<file path="config.mk">
export PLATFORM = sky130hd
export DESIGN_NAME = rwf_loop_controller
export DESIGN_NICKNAME = d
export VERILOG_FILES = /design/src/rtl/rwf_loop_controller.sv
export SDC_FILE = /design/constraint.sdc
export NUM_CORES = 1
export LEC_CHECK = 0
export CORE_MARGIN = 2
export CORE_UTILIZATION = 58
export DETAILED_ROUTE_END_ITERATION = 10
export GPL_ROUTABILITY_DRIVEN = 0
export GPL_TIMING_DRIVEN = 0
export PLACE_DENSITY = 0.85
export SETUP_SLACK_MARGIN = 0.5
export SLEW_MARGIN = 20
export SYNTH_ARGS = -nofsm -noshare
export SYNTH_HDL_FRONTEND = slang
export SYNTH_SLANG_ARGS = --single-unit
</file>
<file path="constraint.sdc">
create_clock -name MainClock -period 10.95 [get_ports MainClock]
set_input_delay 1.6425 -clock MainClock [delete_from_list [all_inputs] [get_ports MainClock]]
set_output_delay 1.6425 -clock MainClock [all_outputs]
set_load 0.01 [all_outputs]
</file>
<file path="src/rtl/rwf_loop_controller.sv">
// Acquisition/tracking sequencer for an ADPLL random-walk loop filter.
// Watches filter shift pulses per window and switches the filter threshold between acquire and track.
module rwf_loop_controller #(
  parameter int WindowLen    = 256,
  parameter int WinCntWidth  = 16,
  parameter int AcqThreshold = 2,
  parameter int TrkThreshold = 8,
  parameter int LockTol      = 1,
  parameter int UnlockTol    = 4,
  parameter int LockWindows  = 4
) (
  input  logic       MainClock,
  input  logic       ResetN,
  input  logic       Enable,
  input  logic       Positive,
  input  logic       Negative,
  output logic [7:0] FilterThreshold,
  output logic       FilterClear,
  output logic       Locked,
  output logic [1:0] LoopState,
  output logic       WindowDone
);

  typedef enum logic [1:0] {
    ST_IDLE    = 2'b00,
    ST_ACQUIRE = 2'b01,
    ST_TRACK   = 2'b10
  } state_t;

  localparam logic [WinCntWidth-1:0] WinLast = WinCntWidth'(WindowLen - 1);
  localparam logic [WinCntWidth-1:0] WinOne  = WinCntWidth'(1);
  localparam logic [7:0]             AcqThr  = 8'(AcqThreshold);
  localparam logic [7:0]             TrkThr  = 8'(TrkThreshold);
  localparam logic [8:0]             LockTolV   = 9'(LockTol);
  localparam logic [8:0]             UnlockTolV = 9'(UnlockTol);
  localparam logic [3:0]             LockWinV   = 4'(LockWindows);

  state_t                 r_state;
  logic [WinCntWidth-1:0] r_win_cnt;
  logic [7:0]             r_pos_cnt;
  logic [7:0]             r_neg_cnt;
  logic [3:0]             r_good_cnt;
  logic [7:0]             r_threshold;
  logic                   r_clear;
  logic                   r_locked;
  logic                   r_win_done;

  state_t                 w_state_next;
  logic [WinCntWidth-1:0] w_win_cnt_next;
  logic [7:0]             w_pos_cnt_next;
  logic [7:0]             w_neg_cnt_next;
  logic [3:0]             w_good_cnt_next;
  logic [7:0]             w_threshold_next;
  logic                   w_clear_next;
  logic                   w_locked_next;
  logic                   w_win_done_next;

  logic [7:0] w_pos_final;
  logic [7:0] w_neg_final;
  logic [8:0] w_net;
  logic [8:0] w_abs_net;
  logic       w_win_end;
  logic       w_good;
  logic [3:0] w_good_inc;

  // Final counts include a pulse arriving on the current cycle, saturating at 255.
  assign w_pos_final = (Positive && (r_pos_cnt != 8'hFF)) ? (r_pos_cnt + 8'd1) : r_pos_cnt;
  assign w_neg_final = (Negative && (r_neg_cnt != 8'hFF)) ? (r_neg_cnt + 8'd1) : r_neg_cnt;
  assign w_net       = {1'b0, w_pos_final} - {1'b0, w_neg_final};
  assign w_abs_net   = w_net[8] ? (9'd0 - w_net) : w_net;
  assign w_win_end   = (r_win_cnt == WinLast);
  assign w_good      = (w_abs_net <= LockTolV);
  assign w_good_inc  = (r_good_cnt == 4'hF) ? 4'hF : (r_good_cnt + 4'd1);

  always_ff @(posedge MainClock or negedge ResetN) begin
    if (!ResetN) begin
      r_state     <= ST_IDLE;
      r_win_cnt   <= '0;
      r_pos_cnt   <= 8'd0;
      r_neg_cnt   <= 8'd0;
      r_good_cnt  <= 4'd0;
      r_threshold <= AcqThr;
      r_clear     <= 1'b0;
      r_locked    <= 1'b0;
      r_win_done  <= 1'b0;
    end else begin
      r_state     <= w_state_next;
      r_win_cnt   <= w_win_cnt_next;
      r_pos_cnt   <= w_pos_cnt_next;
      r_neg_cnt   <= w_neg_cnt_next;
      r_good_cnt  <= w_good_cnt_next;
      r_threshold <= w_threshold_next;
      r_clear     <= w_clear_next;
      r_locked    <= w_locked_next;
      r_win_done  <= w_win_done_next;
    end
  end

  always_comb begin
    w_state_next     = r_state;
    w_win_cnt_next   = r_win_cnt;
    w_pos_cnt_next   = r_pos_cnt;
    w_neg_cnt_next   = r_neg_cnt;
    w_good_cnt_next  = r_good_cnt;
    w_threshold_next = r_threshold;
    w_clear_next     = 1'b0;
    w_locked_next    = r_locked;
    w_win_done_next  = 1'b0;

    if (!Enable) begin
      // Dropping Enable wins over any window evaluation and does not clear the filter.
      w_state_next     = ST_IDLE;
      w_win_cnt_next   = '0;
      w_pos_cnt_next   = 8'd0;
      w_neg_cnt_next   = 8'd0;
      w_good_cnt_next  = 4'd0;
      w_threshold_next = AcqThr;
      w_locked_next    = 1'b0;
    end else begin
      case (r_state)
        ST_IDLE: begin
          w_state_next     = ST_ACQUIRE;
          w_clear_next     = 1'b1;
          w_win_cnt_next   = '0;
          w_pos_cnt_next   = 8'd0;
          w_neg_cnt_next   = 8'd0;
          w_good_cnt_next  = 4'd0;
          w_threshold_next = AcqThr;
          w_locked_next    = 1'b0;
        end

        ST_ACQUIRE, ST_TRACK: begin
          if (w_win_end) begin
            w_win_cnt_next  = '0;
            w_pos_cnt_next  = 8'd0;
            w_neg_cnt_next  = 8'd0;
            w_win_done_next = 1'b1;
            if (r_state == ST_ACQUIRE) begin
              if (!w_good) begin
                w_good_cnt_next = 4'd0;
              end else if (w_good_inc >= LockWinV) begin
                w_state_next     = ST_TRACK;
                w_good_cnt_next  = 4'd0;
                w_threshold_next = TrkThr;
                w_locked_next    = 1'b1;
                w_clear_next     = 1'b1;
              end else begin
                w_good_cnt_next = w_good_inc;
              end
            end else if (w_abs_net > UnlockTolV) begin
              w_state_next     = ST_ACQUIRE;
              w_good_cnt_next  = 4'd0;
              w_threshold_next = AcqThr;
              w_locked_next    = 1'b0;
              w_clear_next     = 1'b1;
            end
          end else begin
            w_win_cnt_next = r_win_cnt + WinOne;
            w_pos_cnt_next = w_pos_final;
            w_neg_cnt_next = w_neg_final;
          end
        end

        default: begin
          w_state_next     = ST_IDLE;
          w_win_cnt_next   = '0;
          w_pos_cnt_next   = 8'd0;
          w_neg_cnt_next   = 8'd0;
          w_good_cnt_next  = 4'd0;
          w_threshold_next = AcqThr;
          w_locked_next    = 1'b0;
        end
      endcase
    end
  end

  assign FilterThreshold = r_threshold;
  assign FilterClear     = r_clear;
  assign Locked          = r_locked;
  assign LoopState       = r_state;
  assign WindowDone      = r_win_done;

endmodule
</file>
After elaboration in Yosys (flattened, before gate mapping)

Index checks and enable logic that the tools add are counted.

Flip-flop bits (word level): 49
Bits in latches: 0
RAM bits: 0
Bits in read-only memories: 0
Output and inout port bits: 13
Logic and storage cells: 85
Memories: 0

Add/subtract/negate cells: 6
$mul: 0
Div/mod/pow operators: 0
Magnitude comparators: 3
Eq/ne operators: 10
Shift operators: 0
Muxes and demuxes: 51
Bitwise gates (word level): 0
Reductions and logical operators: 6

Operator list:

| operator                                             | count |
|---|---|
| 2-to-1 mux 8 bit                                     | 15 |
| 2-to-1 mux 16 bit                                    | 3 |
| 2-to-1 mux 4 bit                                     | 8 |
| adder 16 x 1 -> 16 bit, second input constant        | 1 |
| adder 8 x 1 -> 8 bit, second input constant          | 2 |
| equality test 16 x 8 -> 1 bit, second input constant | 1 |
| 2-to-1 mux 1 bit                                     | 16 |
| != test 8 bit, second input constant                 | 2 |
| 2-to-1 mux 2 bit                                     | 6 |
| != test 4 bit, second input constant                 | 3 |
| > comparator 9 x 3 -> 1 bit, second input constant   | 1 |
| <= comparator 9 x 1 -> 1 bit, second input constant  | 1 |
| 2-to-1 mux 9 bit                                     | 1 |
| subtractor 1 x 9 -> 9 bit, first input constant      | 1 |
| subtractor 8 x 8 -> 9 bit                            | 1 |
| adder 4 x 1 -> 4 bit, second input constant          | 1 |
| equality test 4 bit, second input constant           | 1 |
| >= comparator 4 x 3 -> 1 bit, second input constant  | 1 |
| one-hot mux 2 bit (2 select lines)                   | 1 |
| AND reduction 4 bit                                  | 1 |
| != test 3 bit, second input constant                 | 1 |
| equality test 2 x 1 -> 1 bit, second input constant  | 1 |
| equality test 2 bit, second input constant           | 1 |
| logical AND 1 bit                                    | 2 |
| other kinds (4)                                      | 4 |

Logic depth before layout (Yosys ltp)

Gate-level depths: netlist (run 1).

Depth after elaboration: 12
Gate-level depth with buffers: 20

Least setup slack after synthesis (run 1)

OpenSTA, ideal clock, no wires.

Kind: input port to flip-flop
Start: input Negative
End: register r_state[0], in the netlist LoopState[0]
Arrival time: 5.109 ns
Data required time: 10.881 ns
Slack: 5.772 ns
Stages: 16
Buffers on the path: 1
Path through: o21ai_0 xnor2_1 ha_1 inv_1 fa_1 a21oi_1 o21ai_0 o211a_1 a21oi_1 mux2_2 a22oi_1 o221ai_2 or3_1 buf_2 a2111o_1 nand3_1

Cells in the longest elaborated chain, start to end: 8
Elaborated cells on any way between the ends: 10
Classes of those cells: add/sub (2); order compare (2); eq/ne (2); mux (2); reduce/logical (2)

RTL lines:

| item                                                                               | line    | source |
|---|---|---|
| start, declared                                                                    | 16      | `input logic Negative,` |
| logical AND 1 bit (*)                                                              | 68      | `assign w_neg_final = (Negative && (r_neg_cnt != 8'hFF)) ? (r_neg_cnt + 8'd1) : r_neg_cnt;` |
| 2-to-1 mux 8 bit (*)                                                               | 68      |  |
| subtractor 8 x 8 -> 9 bit (*)                                                      | 69      | `assign w_net = {1'b0, w_pos_final} - {1'b0, w_neg_final};` |
| subtractor 1 x 9 -> 9 bit                                                          | 70      | `assign w_abs_net = w_net[8] ? (9'd0 - w_net) : w_net;` |
| 2-to-1 mux 9 bit (*)                                                               | 70      |  |
| > comparator 9 x 3 -> 1 bit / <= comparator 9 x 1 -> 1 bit (equally long branches) | 150, 72 |  |
| != test 4 bit (no line)                                                            | n/a     |  |
| AND reduction 4 bit (no line) (*)                                                  | n/a     |  |
| end signal, assigned                                                               | 87      | `r_state <= w_state_next;` |
| end, declared                                                                      | 38      | `state_t r_state;` |

Mark *: on every way between the ends. The rest lies on a longest branch, timed or not.
A chain may end at the register's enable or synchronous reset.

Final worst setup path (run 1)

Start: input Negative
End: register r_good_cnt[1]

Cells in the longest elaborated chain, start to end: 11
Elaborated cells on any way between the ends: 14
Classes of those cells: add/sub (2); order compare (2); eq/ne (1); mux (7); reduce/logical (2)

RTL lines:

| item                          | line | source |
|---|---|---|
| logical AND 1 bit (*)         | 68   |  |
| 2-to-1 mux 8 bit (*)          | 68   |  |
| subtractor 8 x 8 -> 9 bit (*) | 69   |  |
| subtractor 1 x 9 -> 9 bit     | 70   |  |
| 2-to-1 mux 9 bit (*)          | 70   |  |
| <= comparator 9 x 1 -> 1 bit  | 72   | `assign w_good = (w_abs_net <= LockTolV);` |
| 2-to-1 mux 4 bit              | 139  | `if (!w_good) begin` |
| 2-to-1 mux 4 bit              | 138  | `if (r_state == ST_ACQUIRE) begin` |
| 2-to-1 mux 4 bit              | 133  | `if (w_win_end) begin` |
| 2-to-1 mux 4 bit              | 120  | `case (r_state)` |
| 2-to-1 mux 4 bit              | 110  | `if (!Enable) begin` |
| end signal, assigned          | 91   | `r_good_cnt <= w_good_cnt_next;` |
| end, declared                 | 42   | `logic [3:0] r_good_cnt;` |

Mark *: on every way between the ends. The rest lies on a longest branch, timed or not. The select of a mux whose other input is x is not followed.

==> impl_metrics.py, run 1 <==
metrics = {
    "sta": {
        "finalSetupTns_ps": 0,
        "slew_violations": 0,
        "period_needed_ps": 5970,
        "relSlewSlack_pct": 60.7,
        "tightestPinTransition_ps": 584,
        "fmax_ghz": 0.168,
        "period_share_pct": 54.5,
        "grt_setup_unrepaired": "no",
        "finalHoldViolCount": 0,
        "skew_ps": 9.68,
        "setup_viol": 0,
    },
    "yosys": {
        "synth-seq-area-share_pct": 35.8,
        "synth.area.top_cells": "dfrtp_1 (35%), ha_1 (7.0%), nor2_1 (5.6%), xnor2_1 (5.5%), and3_1 (3.3%)",
        "yosys.cell_count.top_type": "nor2_1",
        "synthTopCellsByCount": "nor2_1 (43), dfrtp_1 (40), nand2_1 (24)",
        "async_reset_ff_share_pct": 100,
        "ys_ff_latch": 41,
        "synth_area_per_cell_um2": 9.14,
        "synth_top_area_cell": "dfrtp_1",
        "synth_cells": 314,
        "synth.top_cell.area_share_pct": 34.9,
        "synth_edf_count": 0,
        "synth_flop_cell": "dfrtp_1",
        "synth_cell_types": 58,
        "ys_warn_count": 0,
        "mappedNetlistArea_um2": 2870,
    },
    "cells_and_area": {
        "area_delta_synth_final_pct": 11.3,
        "num_antenna_cells": 0,
        "final_nets": 360,
        "drive_above_1_share_pct": 11.2,
        "final_area_um2": 3190,
    },
    "global_route": {
        "antenna_found_initial": 0,
        "grt_max_degree": 31,
        "grt_pass1_wl_um": 9720,
        "grt_overflow": 0,
        "grt_pass1_vias": 2158,
        "grt_util_all_layers_pct": 23.0,
    },
    "routing": {
        "drc": 0,
        "vias": 2322,
        "detail-route-antenna-nets": 0,
        "totalWireLength_um": 5790,
        "firstDrtPassIters": 4,
        "wl_per_cell_um": 14.2,
        "drt_iter0_drc": 122,
        "viasPerCell": 5.72,
    },
    "min_path": {
        "hold_class": "register to register",
        "hold_start": "FilterThreshold[1]",
        "hold_depth": 2,
        "min_to": "FilterThreshold[1]",
    },
    "die": {
        "die-area_um2": 5520,
        "start_util_pct": 60.3,
        "core_area_um2": 4750,
        "die_h_um": 74.3,
        "die_w_um": 74.3,
        "ios": 18,
        "rows": 25,
    },
    "clocking": {
        "cts_setup_buffers": 0,
        "h-tree-depth": 2,
        "cts_sinks": 41,
        "cts-root-buf": "clkbuf_8",
        "clkTransAtPathRegs_ps": 90,
        "postCtsHoldBufs": 0,
        "clkLatencyLatePin_ps": 310,
        "cts.path.max_buffers": 2,
        "cts-buffers-inserted": 5,
        "tritoncts": "done",
        "post_cts_resized": 0,
    },
    "critical_path": {
        "r2r_end": "r_good_cnt[1]",
        "start_kind": "primary input",
        "crit_start": "Negative",
        "cp_slowest_cell": "o41ai_2",
        "path_buf_inv": 2,
        "crit_arrival_ps": 6160,
        "crit_family": "compound AO/OA/AOI/OAI gates",
        "worstRegToRegCells": 17,
        "worst-r2r-setup-slack_ps": 5690,
        "crit_type": "primary input to register",
        "max_stage_delay_ps": 600,
        "reg2reg_from": "r_neg_cnt[0]",
        "end_kind": "register",
        "crit_chain": "clkdlybuf4s50_1 > o21ai_0 > xnor2_1 > ha_1 > inv_1 > fa_1 > a21oi_1 > o21ai_0 > o211a_1 > a21oi_1 > mux2_2 > a22oi_1 > o221ai_2 > o41ai_2 > nand2_1 > mux2_1",
        "critical_path_required_ps": 11140,
        "worstPathMaxFanout": 6,
    },
    "job": {
        "drv_cap": 0,
    },
    "outcome": {
        "status": "finished clean",
    },
    "placed_design": {
        "dpl.hpwl_um": 4360,
        "post_dp_cell_area_um2": 3100,
        "io_buffers": 11,
    },
    "power_and_ir_drop": {
        "ir_drop_mv": 0.111,
        "power_density_nw_per_um2": 154,
        "p_leak_nw": 1.46,
    },
}
==> metrics by stage <==
| stage | cells | hold slack (ps) | utilization (%) | power [mW] | worst slack, ps |
|---|---|---|---|---|---|
| after floorplan | 319 | 455 | - | 0.330 | 5770 |
| after global placement | 397 | 472 | 64.8 | 0.376 | 4830 |
| after detailed placement | 398 | 468 | 65.1 | 0.384 | 4700 |
| after CTS | 406 | 487 | 67.2 | 0.491 | 5020 |
| after global routing | 406 | 522 | 67.2 | 0.523 | 4750 |
| final | 406 | 488 | 67.2 | 0.491 | 4980 |
==> cells by family after synthesis <==
group,after synthesis,synth area share (%)
compound gates,55,15.3
fa+ha+maj,17,7.68
other cells,1,0.131
simple gates,130,22.2
xor+xnor,31,10.5
buf+inv,30,5.06
flops,41,35.8
mux,9,3.36
==> cells in the final DEF, fill, tap and decap left out, types with 3 or more instances in the layout <==
master / instances
a21oi_1: 8
buf_2: 3
dfrtp_1: 40
clkbuf_8: 6
o211a_1: 3
nand2_1: 24
clkbuf_1: 5
nand4_1: 8
nor4_1: 3
buf_4: 8
and3_1: 15
ha_1: 16
mux2_2: 4
inv_1: 15
o21ai_0: 7
o21a_1: 3
nor3_1: 5
a21o_1: 4
or3_1: 3
conb_1: 6
clkdlybuf4s50_1: 10
xor2_1: 10
xnor2_1: 18
a211oi_1: 3
mux2i_1: 4
nor2_1: 43
nand3_1: 16
and2_1: 5
==> flip-flops by register name, summed over array words and instances (netlist names) <==
name / flops
LoopState: 1
FilterThreshold: 2
WindowDone: 1
r_good_cnt: 4
r_neg_cnt: 8
FilterClear: 1
r_win_cnt: 16
r_pos_cnt: 8
==> metal layers <==
metal	wire (um)	up-vias	global-route usage [%]
li1	-	1150	-
met1	2780	1114	32.4
met2	2730	48	36.0
met3	178	10	3.25
met4	103	0	9.52
met5	0	-	0
==> worst reg2reg max path, stage by stage, from the launching register on <==
cell,delay (ps)
dfrtp_1,410
ha_1,240
nand4_1,250
o21ai_0,560
xnor2_1,230
ha_1,190
inv_1,50
fa_1,430
a21oi_1,220
o21ai_0,160
o211a_1,210
a21oi_1,340
mux2_2,410
a22oi_1,230
o221ai_2,150
o41ai_2,610
nand2_1,140
mux2_1,340
==> where the power goes <==
part | internal [mW] | total (mW) | switching [mW]
Clock | 0.0511 | 0.108 | 0.0573
Sequential | 0.160 | 0.169 | 0.00903
Combinational | 0.0900 | 0.213 | 0.123
==> worst max path at each step <==
| stage | endpoint | slack, ps | cells past startpoint |
|---|---|---|---|
| final | r_good_cnt[1] | 4980 | 16 |
| after global routing | r_good_cnt[1] | 4750 | 16 |
| after CTS | r_good_cnt[1] | 5020 | 16 |
| after detailed placement | r_good_cnt[1] | 4700 | 16 |
| after global placement | r_good_cnt[1] | 4830 | 16 |
| after floorplan | LoopState[0] | 5770 | 16 |
==> area by class of cell <==
cell class                 count  area (um2)
clock buffer                   6        82.6
clock inverter                 2        13.8
tap                           67        83.8
multi-input combinational    248        1720
buffer                        15        88.8
timing repair buffer          12         125
sequential                    41        1030
inverter                      15        56.3
fill                         399        1560
(Power assumes the default switching activity.)
==> run 2, diff against run 1 <==
--- a/config.mk
+++ b/config.mk
@@ -6,11 +6,11 @@
 export NUM_CORES = 1
 export LEC_CHECK = 0
 export CORE_MARGIN = 2
-export CORE_UTILIZATION = 58
+export CORE_UTILIZATION = 54
 export DETAILED_ROUTE_END_ITERATION = 10
 export GPL_ROUTABILITY_DRIVEN = 0
 export GPL_TIMING_DRIVEN = 0
-export PLACE_DENSITY = 0.85
+export PLACE_DENSITY = 0.84
 export SETUP_SLACK_MARGIN = 0.5
 export SLEW_MARGIN = 20
 export SYNTH_ARGS = -nofsm -noshare
==> constraint.sdc (replaced) <==
create_clock -name MainClock -period 5.3 [get_ports MainClock]
set_input_delay 0.795 -clock MainClock [delete_from_list [all_inputs] [get_ports MainClock]]
set_output_delay 0.795 -clock MainClock [all_outputs]
set_load 0.01 [all_outputs]
==> impl_metrics.py, run 2 (synthesized netlist as in run 1, its figures left out) <==
metrics = {
    "sta": {
        "period_share_pct": 89.1,
        "period_needed_ps": 4720,
        "slew_violations": 0,
        "finalHoldViolCount": 0,
        "tightestPinTransition_ps": 652,
        "skew_ps": 4.77,
        "fmax_ghz": 0.212,
        "relSlewSlack_pct": 56.2,
        "setup_viol": 0,
        "fin_ws_ps": 579,
        "grt_setup_unrepaired": "no",
    },
    "cells_and_area": {
        "final_common_cell": "nor2_1",
        "largest_reg_flops": 16,
        "max_flop_register": "r_win_cnt",
        "final_nets": 365,
        "drive_above_1_share_pct": 19.0,
        "final_cell_mix": "nor2_1 (43), dfrtp_1 (38), nand2_1 (23)",
        "final_area_um2": 3370,
        "num_antenna_cells": 0,
        "top_regs": "r_win_cnt (16), r_neg_cnt (8), r_pos_cnt (8)",
        "area_delta_synth_final_pct": 17.6,
    },
    "power_and_ir_drop": {
        "totalPowerFinal_mw": 1.09,
        "power_density_nw_per_um2": 322,
        "p_leak_nw": 1.50,
        "ir_drop_mv": 0.281,
    },
    "critical_path": {
        "crit_type": "primary input to register",
        "worstPathMaxFanout": 7,
        "reg2reg_from": "r_neg_cnt[1]",
        "end_kind": "register",
        "start_kind": "primary input",
        "crit_arrival_ps": 4960,
        "worstRegToRegCells": 18,
        "crit_start": "Negative",
        "critical_path_required_ps": 5540,
    },
    "clocking": {
        "tritoncts": "done",
        "clkTransAtPathRegs_ps": 80,
        "cts.path.max_buffers": 2,
        "cts_sinks": 41,
        "clkLatencyLatePin_ps": 300,
        "cts-root-buf": "clkbuf_8",
        "cts-buffers-inserted": 5,
        "h-tree-depth": 2,
        "postCtsHoldBufs": 0,
    },
    "routing": {
        "firstDrtPassIters": 5,
        "drc": 0,
        "detail-route-antenna-nets": 0,
        "drt_iter0_drc": 199,
        "wl_per_cell_um": 15.9,
        "totalWireLength_um": 6550,
        "vias": 2459,
        "viasPerCell": 5.95,
    },
    "die": {
        "die_w_um": 76.9,
        "die-area_um2": 5910,
        "start_util_pct": 56.2,
        "core_area_um2": 5110,
        "ios": 18,
        "die_h_um": 76.9,
        "rows": 26,
    },
    "placed_design": {
        "io_buffers": 11,
        "dpl.hpwl_um": 4480,
        "place_ws_ps": -51.5,
        "post_dp_cell_area_um2": 3110,
    },
    "global_route": {
        "grt_pass1_vias": 2357,
        "grt_util_all_layers_pct": 22.1,
        "grt_overflow": 0,
        "antenna_found_initial": 0,
        "grt_max_degree": 23,
        "grt_pass1_wl_um": 10600,
    },
    "min_path": {
        "hold_class": "primary input to asynchronous set/reset pin",
    },
    "outcome": {
        "status": "finished clean",
    },
    "job": {
        "drv_cap": 0,
    },
}
[run 2: repair_timing]
item,4_1_cts,5_1_grt
setup endpoints to repair,8,8
pin swaps,1,5
gates resized for setup,6,25
setup buffers,1,4
[run 2: routing by layer]
layer	part of all wire, %	vias to the layer above	wire (um)	global-route usage [%]
li1	-	1165	-	-
met1	42	1200	2770	27.7
met2	50	77	3280	38.1
met3	5.1	17	337	3.41
met4	2.5	0	167	8.55
met5	0	-	0	0
[run 2: cell type report]
| type | instances | area, um2 |
|---|---|---|
| Multi-Input combinational cell | 248 | 1850 |
| Fill cell | 390 | 1730 |
| Timing Repair Buffer | 17 | 173 |
| Clock buffer | 6 | 82.6 |
| Clock inverter | 1 | 7.51 |
| Sequential cell | 41 | 1030 |
| Tap cell | 70 | 87.6 |
| Buffer | 15 | 88.8 |
| Inverter | 15 | 56.3 |
[run 2: per-stage QoR]
stage	TNS [ps]	instances	utilization (%)	hold WS (ps)
6_report	0	413	66.1	478
3_3_place_gp	0	400	60.4	470
4_1_cts	0	409	63.4	494
2_1_floorplan	0	319	-	455
5_1_grt	0	413	66.1	511
3_5_place_dp	-51.5	401	60.9	489
[run 2: report_power, final]
group	internal [mW]	leakage, nW	total (mW)	switching (mW)
Combinational	0.219	0.898	0.525	0.306
Sequential	0.331	0.562	0.353	0.0212
Clock	0.103	0.0433	0.210	0.107
[run 2: worst paths after layout]
check	end	slack (ps)
hold / removal	r_neg_cnt[5]	480
hold reg to reg	FilterThreshold[1]	510
min in group MainClock	FilterThreshold[1]	510
setup reg to reg	LoopState[0]	580
setup / recovery	LoopState[0]	580
max in group asynchronous	r_pos_cnt[0]	4320
[run 2: critical path, cell delays in order]
cell and delay, ps:
clkdlybuf4s50_1 540, o21ai_2 120, xnor2_2 190, ha_1 180, inv_1 70, fa_2 400
a21oi_2 190, o21ai_1 120, o211a_2 230, a2111oi_2 480, nor2_1 160, o21ba_1 270
o221ai_2 150, or3_1 390, buf_2 170, a2111o_1 410, nand3_1 80
==> run 3, diff against run 2 <==
--- a/config.mk
+++ b/config.mk
@@ -10,7 +10,7 @@
 export DETAILED_ROUTE_END_ITERATION = 10
 export GPL_ROUTABILITY_DRIVEN = 0
 export GPL_TIMING_DRIVEN = 0
-export PLACE_DENSITY = 0.84
+export PLACE_DENSITY = 0.77
 export SETUP_SLACK_MARGIN = 0.5
 export SLEW_MARGIN = 20
 export SYNTH_ARGS = -nofsm -noshare
==> impl_metrics.py, run 3 (synthesized netlist as in run 1, its figures left out) <==
metrics = {
    "sta": {
        "relSlewSlack_pct": 60.8,
        "finalSetupTns_ps": 0,
        "fin_ws_ps": 652,
        "skew_ps": 6.65,
        "fmax_ghz": 0.215,
        "finalHoldViolCount": 0,
        "hold_slack_ps": 433,
        "period_share_pct": 87.7,
        "period_needed_ps": 4650,
        "tightestPinTransition_ps": 583,
        "slew_violations": 0,
        "setup_viol": 0,
        "grt_setup_unrepaired": "no",
    },
    "cells_and_area": {
        "fin_util_pct": 65.6,
        "final_nets": 364,
        "top_regs": "r_win_cnt (16), r_neg_cnt (8), r_pos_cnt (8)",
        "final_cell_mix": "nor2_1 (43), dfrtp_1 (39), nand2_1 (24)",
        "num_antenna_cells": 0,
        "area_delta_synth_final_pct": 16.8,
        "final_cells": 412,
        "final_common_cell": "nor2_1",
        "largest_reg_flops": 16,
        "drive_above_1_share_pct": 17.0,
        "max_flop_register": "r_win_cnt",
    },
    "critical_path": {
        "crit_family": "compound AO/OA/AOI/OAI gates",
        "crit_type": "primary input to register",
        "start_kind": "primary input",
        "critical_path_required_ps": 5530,
        "path_buf_inv": 3,
        "worstPathMaxFanout": 7,
        "max_stage_delay_ps": 530,
        "reg2reg_from": "r_neg_cnt[1]",
        "crit_start": "Positive",
        "cp_slowest_cell": "clkdlybuf4s50_1",
        "cp_common_cell": "o21ai_0",
        "crit_arrival_ps": 4880,
        "end_kind": "register",
        "crit_chain": "clkdlybuf4s50_1 > nand2_1 > xor2_2 > ha_1 > inv_1 > fa_2 > a21oi_2 > o21ai_0 > a211oi_1 > o211a_1 > o21bai_1 > o21ai_0 > o221ai_2 > or3_1 > buf_2 > a2111o_1 > nand3_1",
    },
    "clocking": {
        "clkLatencyLatePin_ps": 300,
        "cts_sinks": 41,
        "postCtsHoldBufs": 0,
        "h-tree-depth": 2,
        "cts-buffers-inserted": 5,
        "tritoncts": "done",
        "cts.path.max_buffers": 2,
        "clkTransAtPathRegs_ps": 70,
        "cts-root-buf": "clkbuf_8",
    },
    "die": {
        "core_area_um2": 5110,
        "die_w_um": 76.9,
        "ios": 18,
        "die-area_um2": 5910,
        "die_h_um": 76.9,
        "start_util_pct": 56.2,
        "rows": 26,
    },
    "routing": {
        "viasPerCell": 5.73,
        "vias": 2359,
        "firstDrtPassIters": 5,
        "drc": 0,
        "wl_per_cell_um": 15.1,
        "totalWireLength_um": 6230,
        "detail-route-antenna-nets": 0,
        "drt_iter0_drc": 132,
    },
    "global_route": {
        "antenna_found_initial": 0,
        "grt_pass1_wl_um": 10400,
        "grt_pass1_vias": 2306,
        "grt_util_all_layers_pct": 21.9,
        "grt_max_degree": 26,
        "grt_overflow": 0,
    },
    "placed_design": {
        "dpl.hpwl_um": 4420,
        "place_inst": 401,
        "io_buffers": 11,
        "place_ws_ps": -254,
    },
    "power_and_ir_drop": {
        "power_density_nw_per_um2": 317,
        "ir_drop_mv": 0.232,
        "p_leak_nw": 1.51,
    },
    "job": {
        "drv_cap": 0,
    },
    "min_path": {
        "hold_class": "primary input to asynchronous set/reset pin",
    },
    "outcome": {
        "status": "finished clean",
    },
}
run 3: changes by cell type in the layout (fill, tap and decap cells not counted), sizes merged:
cell  change
buf       -1
run 3: cell type report:
class / instances / area, um2
Inverter: 15 / 56.3
Tap cell: 70 / 87.6
Clock buffer: 6 / 82.6
Clock inverter: 1 / 7.51
Sequential cell: 41 / 1030
Fill cell: 423 / 1760
Multi-Input combinational cell: 248 / 1830
Timing Repair Buffer: 16 / 165
Buffer: 15 / 90.1
run 3: final timing paths:
path,to,slack [ps],depth (start not counted)
min reg2reg,FilterThreshold[1],480,2
min in group MainClock,FilterThreshold[1],480,2
max reg2reg,LoopState[0],710,18
max in group asynchronous,r_win_cnt[10],4400,2
min,LoopState[0],430,1
max,LoopState[0],650,17
run 3: timing repair:
action                                  4_1_cts  5_1_grt
endpoints found under the setup margin        8        6
setup buffers                                 1        3
gates resized for setup                      11       14
cloned                                        0        0
pin swaps                                     2        1
run 3: layer usage:
| metal | global-route usage [%] | vias up | wire length [um] |
|---|---|---|---|
| li1 | - | 1157 | - |
| met1 | 27.0 | 1129 | 2690 |
| met2 | 37.4 | 57 | 3170 |
| met3 | 4.24 | 16 | 219 |
| met4 | 9.27 | 0 | 155 |
| met5 | 0 | - | 0 |
run 3: worst register-to-register path: stages (launching register included):
cell and delay, ps:
dfrtp_1 410, ha_1 240, nand4_1 200, o21ai_4 290, xnor2_2 180, ha_1 210
inv_1 70, fa_2 400, a21oi_2 160, o21ai_0 140, a211oi_1 530, o211a_1 200
o21bai_1 100, o21ai_0 200, o221ai_2 170, or3_1 380, buf_2 170, a2111o_1 400
nand3_1 80
run 3: power breakdown:
| group | leakage [nW] | internal, mW | switching (mW) |
|---|---|---|---|
| clock network | 0.0433 | 0.103 | 0.109 |
| registers | 0.564 | 0.331 | 0.0192 |
| logic | 0.899 | 0.215 | 0.284 |
run 3: stage by stage:
stage | total power [mW] | instance area [um2]
after detailed placement | 0.794 | 3110
after CTS | 1.03 | 3270
final | 1.06 | 3350
after floorplan | 0.681 | 2890
after global placement | 0.783 | 3090
after global routing | 1.13 | 3350
